--- src/rtl/reg_busy_scoreboard_pkg.sv ---
// Shared definitions for the register scoreboard: default register-address
// width and a one-hot helper sized for that default width.
//   REG_ADDR_W : default register-address width (32 architectural registers)
//   onehot()   : address -> one-hot vector of 2**REG_ADDR_W bits
package cpu_pkg;

   localparam int REG_ADDR_W = 5;
   localparam int REG_NREG   = 2**REG_ADDR_W;

   function automatic logic [REG_NREG-1:0] onehot(input logic [REG_ADDR_W-1:0] addr);
      logic [REG_NREG-1:0] v;
      v       = '0;
      v[addr] = 1'b1;
      return v;
   endfunction

endpackage

--- src/rtl/reg_busy_scoreboard_decoder.sv ---
// Generic N-to-2^N one-hot decoder with enable.
// Latency: combinational. Backpressure: none (pure function of inputs).
// Ports: addr_i (ADDR_W) address, en_i gates the output, dec_o (2**ADDR_W) one-hot / zero.
module decoder_n
   import cpu_pkg::*;
#(
   parameter int ADDR_W = REG_ADDR_W
) (
   input  logic [ADDR_W-1:0]      addr_i,
   input  logic                   en_i,
   output logic [2**ADDR_W-1:0]   dec_o
);

   always_comb begin
      dec_o         = '0;
      dec_o[addr_i] = en_i;
   end

endmodule

--- src/rtl/reg_busy_scoreboard.sv ---
// Register-busy scoreboard: tracks pending writes per register, reports source
// operand hazards and emits a registered one-hot register-file write enable.
// Latency: set/clr -> busy/busy_cnt/we_onehot 1 cycle; clr -> rs_busy/rt_busy 0 cycles.
// Backpressure: none; one set and one clr strobe may arrive every cycle.
// Ports: clk, rst (async, active-high); set_valid/set_addr issue; clr_valid/clr_addr
//        writeback; rs_addr/rt_addr -> rs_busy/rt_busy; busy, busy_cnt, we_onehot, err.
module reg_busy_scoreboard
   import cpu_pkg::*;
#(
   parameter int ADDR_W         = REG_ADDR_W,
   parameter bit ZERO_HARDWIRED = 1'b1,
   localparam int NREG          = 2**ADDR_W
) (
   input  logic              clk,
   input  logic              rst,
   input  logic              set_valid,
   input  logic [ADDR_W-1:0] set_addr,
   input  logic              clr_valid,
   input  logic [ADDR_W-1:0] clr_addr,
   input  logic [ADDR_W-1:0] rs_addr,
   input  logic [ADDR_W-1:0] rt_addr,
   output logic              rs_busy,
   output logic              rt_busy,
   output logic [NREG-1:0]   busy,
   output logic [ADDR_W:0]   busy_cnt,
   output logic [NREG-1:0]   we_onehot,
   output logic              err
);

   localparam int CW = ADDR_W + 1;
   // Register 0 is dropped from both decodes when it is hardwired.
   localparam logic [NREG-1:0] KEEP_MASK = ZERO_HARDWIRED ? ~NREG'(1) : '1;

   logic [NREG-1:0] set_raw, clr_raw, set_dec, clr_dec;
   logic [NREG-1:0] busy_q, busy_d, we_q, we_d;
   logic [CW-1:0]   cnt_q, cnt_d;
   logic            err_q, err_d;
   logic            inc, dec;

   decoder_n #(.ADDR_W(ADDR_W)) u_set_dec (
      .addr_i (set_addr),
      .en_i   (set_valid),
      .dec_o  (set_raw)
   );

   decoder_n #(.ADDR_W(ADDR_W)) u_clr_dec (
      .addr_i (clr_addr),
      .en_i   (clr_valid),
      .dec_o  (clr_raw)
   );

   assign set_dec = set_raw & KEEP_MASK;
   assign clr_dec = clr_raw & KEEP_MASK;

   always_comb begin
      // Set after clear: a same-register set/clr leaves the bit pending.
      busy_d = (busy_q & ~clr_dec) | set_dec;
      we_d   = clr_dec;
      // Decodes are one-hot, so each side moves the count by at most one.
      inc    = |(set_dec & ~busy_q);
      dec    = |(clr_dec & busy_q & ~set_dec);
      cnt_d  = cnt_q + CW'(inc) - CW'(dec);
      err_d  = err_q
             | (|(set_dec & busy_q & ~clr_dec))
             | (|(clr_dec & ~busy_q));
   end

   always_ff @(posedge clk or posedge rst) begin
      if (rst) begin
         busy_q <= '0;
         cnt_q  <= '0;
         we_q   <= '0;
         err_q  <= 1'b0;
      end else begin
         busy_q <= busy_d;
         cnt_q  <= cnt_d;
         we_q   <= we_d;
         err_q  <= err_d;
      end
   end

   // Same-cycle writeback bypasses the busy bit; same-cycle issue is ignored.
   assign rs_busy = busy_q[rs_addr] & ~(clr_valid & (clr_addr == rs_addr));
   assign rt_busy = busy_q[rt_addr] & ~(clr_valid & (clr_addr == rt_addr));

   assign busy      = busy_q;
   assign busy_cnt  = cnt_q;
   assign we_onehot = we_q;
   assign err       = err_q;

endmodule

--- config.mk ---
export PLATFORM = sky130hd
export DESIGN_NAME = reg_busy_scoreboard
export DESIGN_NICKNAME = d
export VERILOG_FILES = /design/src/rtl/reg_busy_scoreboard_pkg.sv /design/src/rtl/reg_busy_scoreboard_decoder.sv /design/src/rtl/reg_busy_scoreboard.sv
export SDC_FILE = /design/constraint.sdc
export NUM_CORES = 1
export LEC_CHECK = 0
export ABC_AREA = 1
export BUFFER_PORTS_ARGS = -buffer_cell sky130_fd_sc_hd__buf_4
export CAP_MARGIN = 10
export CORE_ASPECT_RATIO = 1.25
export CORE_MARGIN = 2
export CORE_UTILIZATION = 25
export CTS_CLUSTER_DIAMETER = 60
export DETAILED_ROUTE_END_ITERATION = 16
export PLACE_DENSITY = 0.41
export SYNTH_ARGS = -nofsm -noshare
export SYNTH_HDL_FRONTEND = slang
export SYNTH_SLANG_ARGS = --single-unit
--- constraint.sdc ---
create_clock -name clk -period 2.66 [get_ports clk]
set_input_delay 0.266 -clock clk [delete_from_list [all_inputs] [get_ports clk]]
set_output_delay 0.266 -clock clk [all_outputs]
set_load 0.02 [all_outputs]
==> results of run 1 <==
critical path: stages:
cell        delay [ns]
buf_4             0.13
clkinvlp_4        0.20
nand3_4           0.16
nor2_4            0.06
buf_4             0.13
nand2_1           0.09
nand4_1           0.14
nor2_1            0.16
nand2_1           0.06
nor2_1            0.10
ha_1              0.23
inv_1             0.06
ha_2              0.16
inv_1             0.06
fa_2              0.37
nor2_2            0.11
a211oi_1          0.05
xor2_1            0.15
power by group through the flow:
stage                     logic [mW]  registers, mW  clock network (mW)
final                           1.71           1.43                1.48
after global routing            1.87           1.45                1.56
after CTS                       1.66           1.43                1.50
after detailed placement        1.66           1.44                   0
after global placement          1.64           1.44                   0
after floorplan                0.699           1.58                   0
state kept, by name, indices dropped and copies added, names as in the netlist:
register / flops
busy: 31
busy_cnt: 6
we_onehot: 31
err: 1
area by class of cell:
type,count,area [um2]
tap,228,285
clock buffer,11,253
multi-input combinational,520,2610
timing repair buffer,216,1690
sequential,69,1730
fill,1963,11000
inverter,114,439
clock inverter,5,106
final timing paths:
path                            cells after the start       endpoint   startpoint
worst max-delay path                               18    busy_cnt[4]  set_addr[3]
worst min-delay path                                2  we_onehot[13]          rst
worst max register to register                     14    busy_cnt[4]     busy[15]
worst min register to register                      1    busy_cnt[0]  busy_cnt[0]
max in group asynchronous                           3       busy[20]          rst
min in group clk                                    5       busy[16]  set_addr[4]
timing repair:
item                       4_1_cts  5_1_grt
resized for setup                1       61
pin swaps                        0       10
setup buffers                    0        1
gates cloned                     0        0
setup endpoints to repair        1        2
logic make-up after synthesis:
| family | after synthesis | share of synthesized area [%] |
|---|---|---|
| compound gates | 107 | 11.9 |
| other cells | 1 | 0.0810 |
| xor+xnor | 7 | 1.32 |
| buf+inv | 128 | 10.8 |
| simple gates | 397 | 36.5 |
| fa+ha+maj | 7 | 2.05 |
| flops | 69 | 37.3 |
metrics by stage:
| step | setup TNS (ns) | hold WS, ns | setup WS [ns] | instances | power [mW] |
|---|---|---|---|---|---|
| 2_1_floorplan | 0 | 0.456 | 0.172 | 717 | 2.28 |
| 3_3_place_gp | -0.746 | 0.360 | -0.343 | 1146 | 3.08 |
| 3_5_place_dp | -0.798 | 0.358 | -0.363 | 1146 | 3.10 |
| 4_1_cts | 0 | 0.00174 | 0.00373 | 1162 | 4.59 |
| 5_1_grt | -0.0204 | 0.0310 | -0.0204 | 1163 | 4.88 |
| 6_report | 0 | -0.0214 | 0.158 | 1163 | 4.62 |
routing by layer:
| metal | global-route usage, % | share of wire (%) | vias up |
|---|---|---|---|
| li1 | - | - | 2707 |
| met1 | 26.0 | 43 | 2537 |
| met2 | 38.0 | 50 | 156 |
| met3 | 2.95 | 4.2 | 30 |
| met4 | 6.24 | 2.1 | 0 |
| met5 | 0 | 0 | - |
cell usage in the layout, fill, tap and decap left out, types with 4 or more instances in the layout:
cell and count:
nand3_1 84, nor2_1 106, nand4_1 8, nand2_1 154, nand3_4 10, buf_12 5
o22ai_1 8, nand3_2 4, a21oi_1 34, inv_2 6, nor2_2 19, clkbuf_16 9
inv_1 103, xor2_1 4, buf_4 209, ha_1 5, nor2_4 6, o21ai_0 61
clkinvlp_4 4, dfrtp_1 66
==> summary.txt, run 1 <==
# hold bufs at CTS -> 0
via count -> 5,430
crit start category -> primary input
Mapped Cells -> 716
# rows -> 55
Initial Utilization -> 25.6%
total gr overflow -> 0
# port buffers -> 94
Post-synth EDFFs -> 0
HPWL after detailed placement -> 17,000 um
P_sw -> 1.72 mW
status -> finished with violations
synth-to-layout area growth -> 53.8%
Final Hold Vio Count -> 23
largest net degree at the start of global routing -> 47
DRC Markers -> 0
Min Hold Slack -> -0.0214 ns
failing checks -> negative hold slack
Crit. End Element -> register
asr flop ratio synth -> 100%
post-synthesis register bit count -> 69
antenna violations before repair -> 0
placer congestion estimate -> 0.901
H-tree Lvls -> 3
Skew-Pair Late Insertion Delay -> 0.35 ns
Clock transition at path regs -> 0.06 ns
Routed WL -> 20,800 um
Root Driver -> clkbuf_16
die area -> 0.0196 mm2
# IOs -> 97
max-cap viol count -> 0
Worst Path Required -> 2.88 ns
Crit Path Max Fanout -> 4
main flop type after synthesis -> dfrtp_1
Ys Warns -> 0
total track usage -> 21.1%
vias per cell -> 4.67
Worst-Margin Slew -> 0.553 ns
Placeable Area -> 0.0181 mm2
die height -> 156 um
Leak Pwr -> 3.64 nW
combinational group share of total power -> 36.9%
VDD IR max -> 0.000314 V
clk sinks -> 69
Avg Inst Size Synth -> 6.47 um2
Cell Pwr Density -> 649 mW/mm2
Die X -> 126 um
HP Class -> primary input to asynchronous set/reset pin
min cycle time layout -> 2.50 ns
most frequent cells after synthesis -> nand2_1, nor2_1, inv_1
number of diodes -> 0
ranking of synthesized cells by area -> dfrtp_1, nand2_1, nor2_1, nand3_1, inv_1
internal power -> 2.90 mW
Final ANT Viol Nets -> 0
TritonCTS Buffers -> 9
Finished Cell Area -> 0.00712 mm2
cell accounting for the most synthesized area -> dfrtp_1
Synth top area share -> 37.3%
Nets -> 961
largest buffer count on any clock path -> 2
R2R Setup Slk -> 0.19 ns
switching share of power -> 37.3%
sequential power share -> 31.0%
drt wl/cell -> 17.9 um
clock group share of total power -> 32.1%
Fmax -> 400 MHz
Post-Syn Area -> 0.00463 mm2
max_slew headroom -> 63.1%
Worst Path Arrival -> 2.72 ns
detailed-router iteration count before antenna repair -> 4
count leader, synth -> nand2_1
Seq/Total Area, Yosys -> 37.3%
Final Skew -> 0.0116 ns
CTS tree -> built
fraction of layout cells with a size suffix above 1 -> 31.0%
placed cell area -> 0.00651 mm2
# setup viols final -> 0
vias in the first global route -> 5,376
DRT iter0 DRCs -> 232
share of the core filled with cells -> 39.3%
critical path type -> primary input to register
Final Max Slew Viols -> 0
first-pass GRT wire length -> 30,900 um
fin crit share -> 94.1%
Unique masters post-synth -> 25
(Power assumes the default switching activity.)
==> inputs of run 2 (changes only) <==
==> constraint.sdc (replaced) <==
create_clock -name clk -period 2.6 [get_ports clk]
set_input_delay 0.26 -clock clk [delete_from_list [all_inputs] [get_ports clk]]
set_output_delay 0.26 -clock clk [all_outputs]
set_load 0.02 [all_outputs]
==> run 2 against run 1 <==
Clock skew is 0.0036 ns lower. Worst hold slack improved by 0.0083 ns. Setup slack got worse by 0.039 ns. Core utilization up 0.62 points. Cell count grew 1.9%. First-iteration DRC count up 31%. Flip-flop and latch count stayed put. Wire length up 1.2%. Die area stayed put. The run still ends with negative hold slack left.
==> summary.txt, run 2 (same netlist as run 1, synthesis figures left out) <==
status -> finished with violations
failing checks -> negative hold slack
H-tree Lvls -> 3 (unchanged)
most frequent cells in the layout -> buf_4, nand2_1, inv_1, nor2_1, nand3_1
clk sinks -> 69 (unchanged)
largest net degree at the start of global routing -> 45 (-4.3%)
Initial Utilization -> 25.6% (unchanged)
Final Skew -> 0.00799 ns (-0.00357 ns)
share of the core filled with cells -> 40.0% (+0.62 points)
Final Hold Vio Count -> 24 (+4.3%)
crit start category -> primary input
DRC Markers -> 0 (unchanged)
TritonCTS Buffers -> 9 (unchanged)
die area -> 0.0196 mm2 (unchanged)
placed cells -> 1,165 (+1.7%)
via count -> 5,529 (+1.8%)
max-cap viol count -> 0 (unchanged)
reg2reg start -> busy[15]
Fmax -> 403 MHz
fraction of layout cells with a size suffix above 1 -> 32.8% (+1.8 points)
max_slew headroom -> 60.0% (-3.1 points)
Finished Cell Area -> 0.00723 mm2 (+1.6%)
clock group share of total power -> 28.6% (-3.5 points)
FF-to-FF End -> busy_cnt[4]
most common cell after layout, fill and taps aside -> buf_4
Nets -> 983 (+2.3%)
P_sw -> 1.77 mW (+3.0%)
R2R Setup Slk -> 0.14 ns (-0.05 ns)
critical path type -> primary input to register
Final ANT Viol Nets -> 0 (unchanged)
# setup viols final -> 0 (unchanged)
combinational group share of total power -> 40.2% (+3.3 points)
min cycle time layout -> 2.48 ns
placer congestion estimate -> 0.942 (+4.5%)
synth-to-layout area growth -> 56.2%
TNS Setup -> 0 ns (unchanged)
Min Hold Slack -> -0.0131 ns (+0.00828 ns)
Skew-Pair Late Insertion Delay -> 0.34 ns (about the same)
total gr overflow -> 0 (unchanged)
Clock transition at path regs -> 0.06 ns (about the same)
Worst Path Required -> 2.82 ns (-0.06 ns)
# IOs -> 97 (unchanged)
CTS tree -> built
largest buffer count on any clock path -> 2 (unchanged)
vias per cell -> 4.67 (about the same)
Routed WL -> 21,000 um (+1.2%)
# port buffers -> 94 (unchanged)
Final Max Slew Viols -> 0 (unchanged)
sequential power share -> 31.2% (+0.2 points)
internal power -> 2.84 mW (-2.2%)
pre-CTS WS -> -0.491 ns (-0.128 ns)
Worst-Margin Slew -> 0.600 ns (+0.0465 ns)
Cell Pwr Density -> 638 mW/mm2 (-1.8%)
R2R depth -> 14 (unchanged)
final cell count without fillers -> 1,185 (+1.9%)
Crit. End Element -> register
first-pass GRT wire length -> 32,300 um (+4.5%)
die height -> 156 um (unchanged)
total track usage -> 21.8% (+0.70 points)
fin crit share -> 95.4%
placed cell area -> 0.00666 mm2 (+2.2%)
DRT iter0 DRCs -> 305 (+31%)
# rows -> 55 (unchanged)
switching share of power -> 38.5% (+1.2 points)
Placeable Area -> 0.0181 mm2 (unchanged)
number of diodes -> 0 (unchanged)
drt wl/cell -> 17.8 um (-0.65%)
Crit Path Max Fanout -> 4 (unchanged)
Worst Path Arrival -> 2.70 ns (-0.02 ns)
Root Driver -> clkbuf_16
detailed-router iteration count before antenna repair -> 5 (+1)
total power -> 4.61 mW (-0.29%)
vias in the first global route -> 5,602 (+4.2%)
antenna violations before repair -> 0 (unchanged)
VDD IR max -> 0.000314 V (about the same)
final worst slack -> 0.119 ns (-0.0387 ns)
HP Class -> primary input to asynchronous set/reset pin
Leak Pwr -> 3.73 nW (+2.6%)
# hold bufs at CTS -> 0 (unchanged)
Die X -> 126 um (unchanged)
HPWL after detailed placement -> 17,300 um (+2.1%)
crit path launch -> set_addr[2]
Critical Path End -> busy_cnt[4]
[run 2: cell types whose count changed in the layout (fill, tap and decap cells not counted), moves of 3 or more]
cell / change
dfrtp_2: -3
nor2_2: +4
clkinvlp_4: -3
nand3_4: -4
dfrtp_1: +3
buf_4: +21
nand3_2: +3
nor2_4: +3
nor2_1: -7
[run 2: routing by layer]
metal	global-route usage (%)	wire length, um
met5	0	0
met4	6.93	512
met3	2.40	784
met2	39.0	10700
met1	27.3	9040
[run 2: layout make-up]
cell class,count,area (um2)
sequential,69,1730
fill,1938,10900
multi-input combinational,520,2610
inverter,114,437
clock inverter,5,57.6
clock buffer,11,253
timing repair buffer,238,1860
tap,228,285
[run 2: how the worst min path moves through the flow]
| stage | slack, ns | to |
|---|---|---|
| detailed placement | 0.37 | we_onehot[9] |
| finish | -0.01 | we_onehot[9] |
| global placement | 0.37 | we_onehot[9] |
| CTS | 0.003 | we_onehot[9] |
| global route | 0.04 | we_onehot[9] |
| floorplan | 0.45 | we_onehot[31] |
[run 2: critical path, cell delays in order]
cell and delay (ns):
buf_4 0.14, buf_4 0.14, nand3_1 0.09, buf_6 0.15, nor2_4 0.04, buf_4 0.13
nand2_1 0.09, nand4_1 0.13, nor2_1 0.16, nand2_1 0.08, nor2_2 0.13, ha_4 0.22
inv_1 0.05, ha_2 0.17, inv_1 0.05, fa_2 0.37, nor2_2 0.10, a211oi_1 0.05
xor2_1 0.14
[run 2: power groups by stage]
stage | clock (mW) | combinational, mW | sequential [mW]
2_1_floorplan | 0 | 0.715 | 1.62
3_3_place_gp | 0 | 1.77 | 1.45
3_5_place_dp | 0 | 1.79 | 1.46
4_1_cts | 1.35 | 1.81 | 1.44
6_report | 1.32 | 1.85 | 1.44
5_1_grt | 1.39 | 2.04 | 1.47
[run 2: what timing repair did]
action                                  in CTS  in global routing
pin swaps                                    0                 13
endpoints found under the setup margin       1                  3
gates resized for setup                     11                 55
buffers inserted                             0                  4
==> inputs of run 3 (changes only) <==
--- a/config.mk
+++ b/config.mk
@@ -10,10 +10,10 @@
 export CAP_MARGIN = 10
 export CORE_ASPECT_RATIO = 1.25
 export CORE_MARGIN = 2
-export CORE_UTILIZATION = 25
+export CORE_UTILIZATION = 56
 export CTS_CLUSTER_DIAMETER = 60
 export DETAILED_ROUTE_END_ITERATION = 16
-export PLACE_DENSITY = 0.41
+export PLACE_DENSITY = 0.79
 export SYNTH_ARGS = -nofsm -noshare
 export SYNTH_HDL_FRONTEND = slang
 export SYNTH_SLANG_ARGS = --single-unit
==> run 3 against run 2 <==
The run now ends clean. Via count is 4.8% higher. Power is 14% lower. Global-route usage is 18 points higher. Wire length is 13% lower. Clock power is 43% lower. Combinational power is 6% lower. Critical endpoint is now busy_cnt[2]. Non-clock buffer count is 49 lower. Count of clock-buffer cells in the layout is 1 lower. Clock skew hardly changed.
==> summary.txt, run 3 (same netlist as run 1, synthesis figures left out) <==
DRC Markers -> 0 (unchanged)
detailed-router iteration count before antenna repair -> 7 (+2)
Crit. End Element -> register
vias per cell -> 5.77 (+24%)
Worst Path Required -> 2.87 ns (+0.05 ns)
antenna violations before repair -> 0 (unchanged)
Fmax -> 399 MHz (-0.97%)
most common cell after layout, fill and taps aside -> buf_4
TritonCTS Buffers -> 9 (unchanged)
final worst slack -> 0.0944 ns (-0.0244 ns)
placer congestion estimate -> 1.11 (+18%)
HPWL after detailed placement -> 14,100 um (-18%)
Top Metal Used -> met4
die area -> 0.00902 mm2 (-54%)
largest net degree at the start of global routing -> 39 (-13%)
Nets -> 934 (-5.0%)
Initial Utilization -> 56.8% (+31 points)
H-tree Lvls -> 3 (unchanged)
first-pass GRT wire length -> 27,400 um (-15%)
met3 routed WL -> 1950 um (+150%)
clk sinks -> 69 (unchanged)
Worst Path Arrival -> 2.78 ns (+0.08 ns)
Finished Cell Area -> 0.00657 mm2 (-9.2%)
Final Hold Vio Count -> 0 (-100%)
Skew-Pair Late Insertion Delay -> 0.37 ns (+0.03 ns)
total gr overflow -> 0 (unchanged)
most frequent cells in the layout -> buf_4, nand2_1, inv_1, nor2_1, nand3_1
# port buffers -> 94 (unchanged)
CTS tree -> built
# hold bufs at CTS -> 0 (unchanged)
# IOs -> 97 (unchanged)
Routed WL -> 18,300 um (-13%)
Root Driver -> clkbuf_8
min cycle time layout -> 2.51 ns (+0.0244 ns)
# rows -> 37 (-33%)
fin crit share -> 96.4% (+0.94 points)
met2 routed WL -> 8570 um (-20%)
Leak Pwr -> 3.41 nW (-8.6%)
drt wl/cell -> 18.3 um (+2.9%)
total track usage -> 39.9% (+18 points)
placed cell area -> 0.00608 mm2 (-8.6%)
Worst-Margin Slew -> 0.736 ns (+0.137 ns)
# setup viols final -> 0 (unchanged)
Crit Path Max Fanout -> 5 (+1)
Min Hold Slack -> 0.0209 ns (+0.0340 ns)
Cell Pwr Density -> 601 mW/mm2 (-5.8%)
number of diodes -> 0 (unchanged)
critical path type -> primary input to register
synth-to-layout area growth -> 41.8%
vias in the first global route -> 5,397 (-3.7%)
pre-CTS WS -> -0.411 ns (+0.0801 ns)
Final Max Slew Viols -> 0 (unchanged)
Final Skew -> 0.00802 ns (+0.0000338 ns)
die height -> 106 um (-32%)
max-cap viol count -> 0 (unchanged)
largest buffer count on any clock path -> 2 (unchanged)
fraction of layout cells with a size suffix above 1 -> 30.3% (-2.5 points)
max_slew headroom -> 50.8% (-9.1 points)
M1 WL -> 6520 um (-28%)
Clock transition at path regs -> 0.07 ns (about the same)
Final ANT Viol Nets -> 0 (unchanged)
status -> finished, final reports clean
Die X -> 85.3 um (-32%)
crit start category -> primary input
VDD IR max -> 0.000960 V (+210%)
HP Class -> primary input to asynchronous set/reset pin
DRT iter0 DRCs -> 620 (+100%)
via count -> 5,793 (+4.8%)
Placeable Area -> 0.00815 mm2 (-55%)
run 3: where the power goes:
group | switching [mW] | internal (mW) | leakage (nW) | total (mW)
Clock | 0.415 | 0.335 | 0.0856 | 0.750
Sequential | 0.210 | 1.26 | 0.845 | 1.47
Combinational | 1.04 | 0.687 | 2.48 | 1.73
run 3: path summary, 6_finish.rpt:
| path | startpoint | to | slack, ns | cells past startpoint |
|---|---|---|---|---|
| min reg2reg | busy_cnt[0] | busy_cnt[0] | 0.57 | 1 |
| max in group asynchronous | rst | busy[19] | 1.92 | 3 |
| max reg2reg | busy[27] | busy_cnt[2] | 0.13 | 13 |
| max | set_addr[4] | busy_cnt[2] | 0.09 | 17 |
| min in group clk | set_addr[2] | busy[3] | 0.34 | 4 |
| min | rst | we_onehot[8] | 0.02 | 2 |
run 3: final cells by class:
type | instances | area, um2
Timing Repair Buffer | 189 | 1460
Clock inverter | 5 | 28.8
Tap cell | 97 | 121
Multi-Input combinational cell | 520 | 2660
Sequential cell | 69 | 1740
Fill cell | 568 | 1580
Inverter | 114 | 434
Clock buffer | 10 | 128
run 3: routing by layer:
layer  vias up  global-route usage [%]
li1       2655                       -
met1      2606                    47.1
met2       414                    64.7
met3       118                    9.79
met4         0                    24.3
met5         -                    1.82
run 3: through the flow:
stage | power (mW) | util [%] | std cells | TNS, ns
after floorplan | 2.33 | - | 717 | 0
after global placement | 3.01 | 74.7 | 983 | -0.895
after detailed placement | 3.08 | 74.7 | 983 | -1.14
after CTS | 3.83 | 76.8 | 998 | 0
after global routing | 4.15 | 80.6 | 1004 | -0.0914
final | 3.94 | 80.6 | 1004 | 0
run 3: what timing repair did:
item                       CTS  global route
buffers inserted             0             6
resized for setup            4            75
pin swaps                    2            14
setup endpoints to repair    1             3
run 3: critical path, cell delays in order:
cell and delay, ns:
buf_8 0.12, clkinvlp_4 0.20, nand3_4 0.19, nor2_2 0.06, buf_4 0.13, nand2_1 0.09
nand4_1 0.10, nor2_1 0.16, nand2_1 0.12, nor2_1 0.12, ha_1 0.24, inv_1 0.06
ha_2 0.16, inv_1 0.06, fa_2 0.38, buf_4 0.15, xnor2_1 0.18
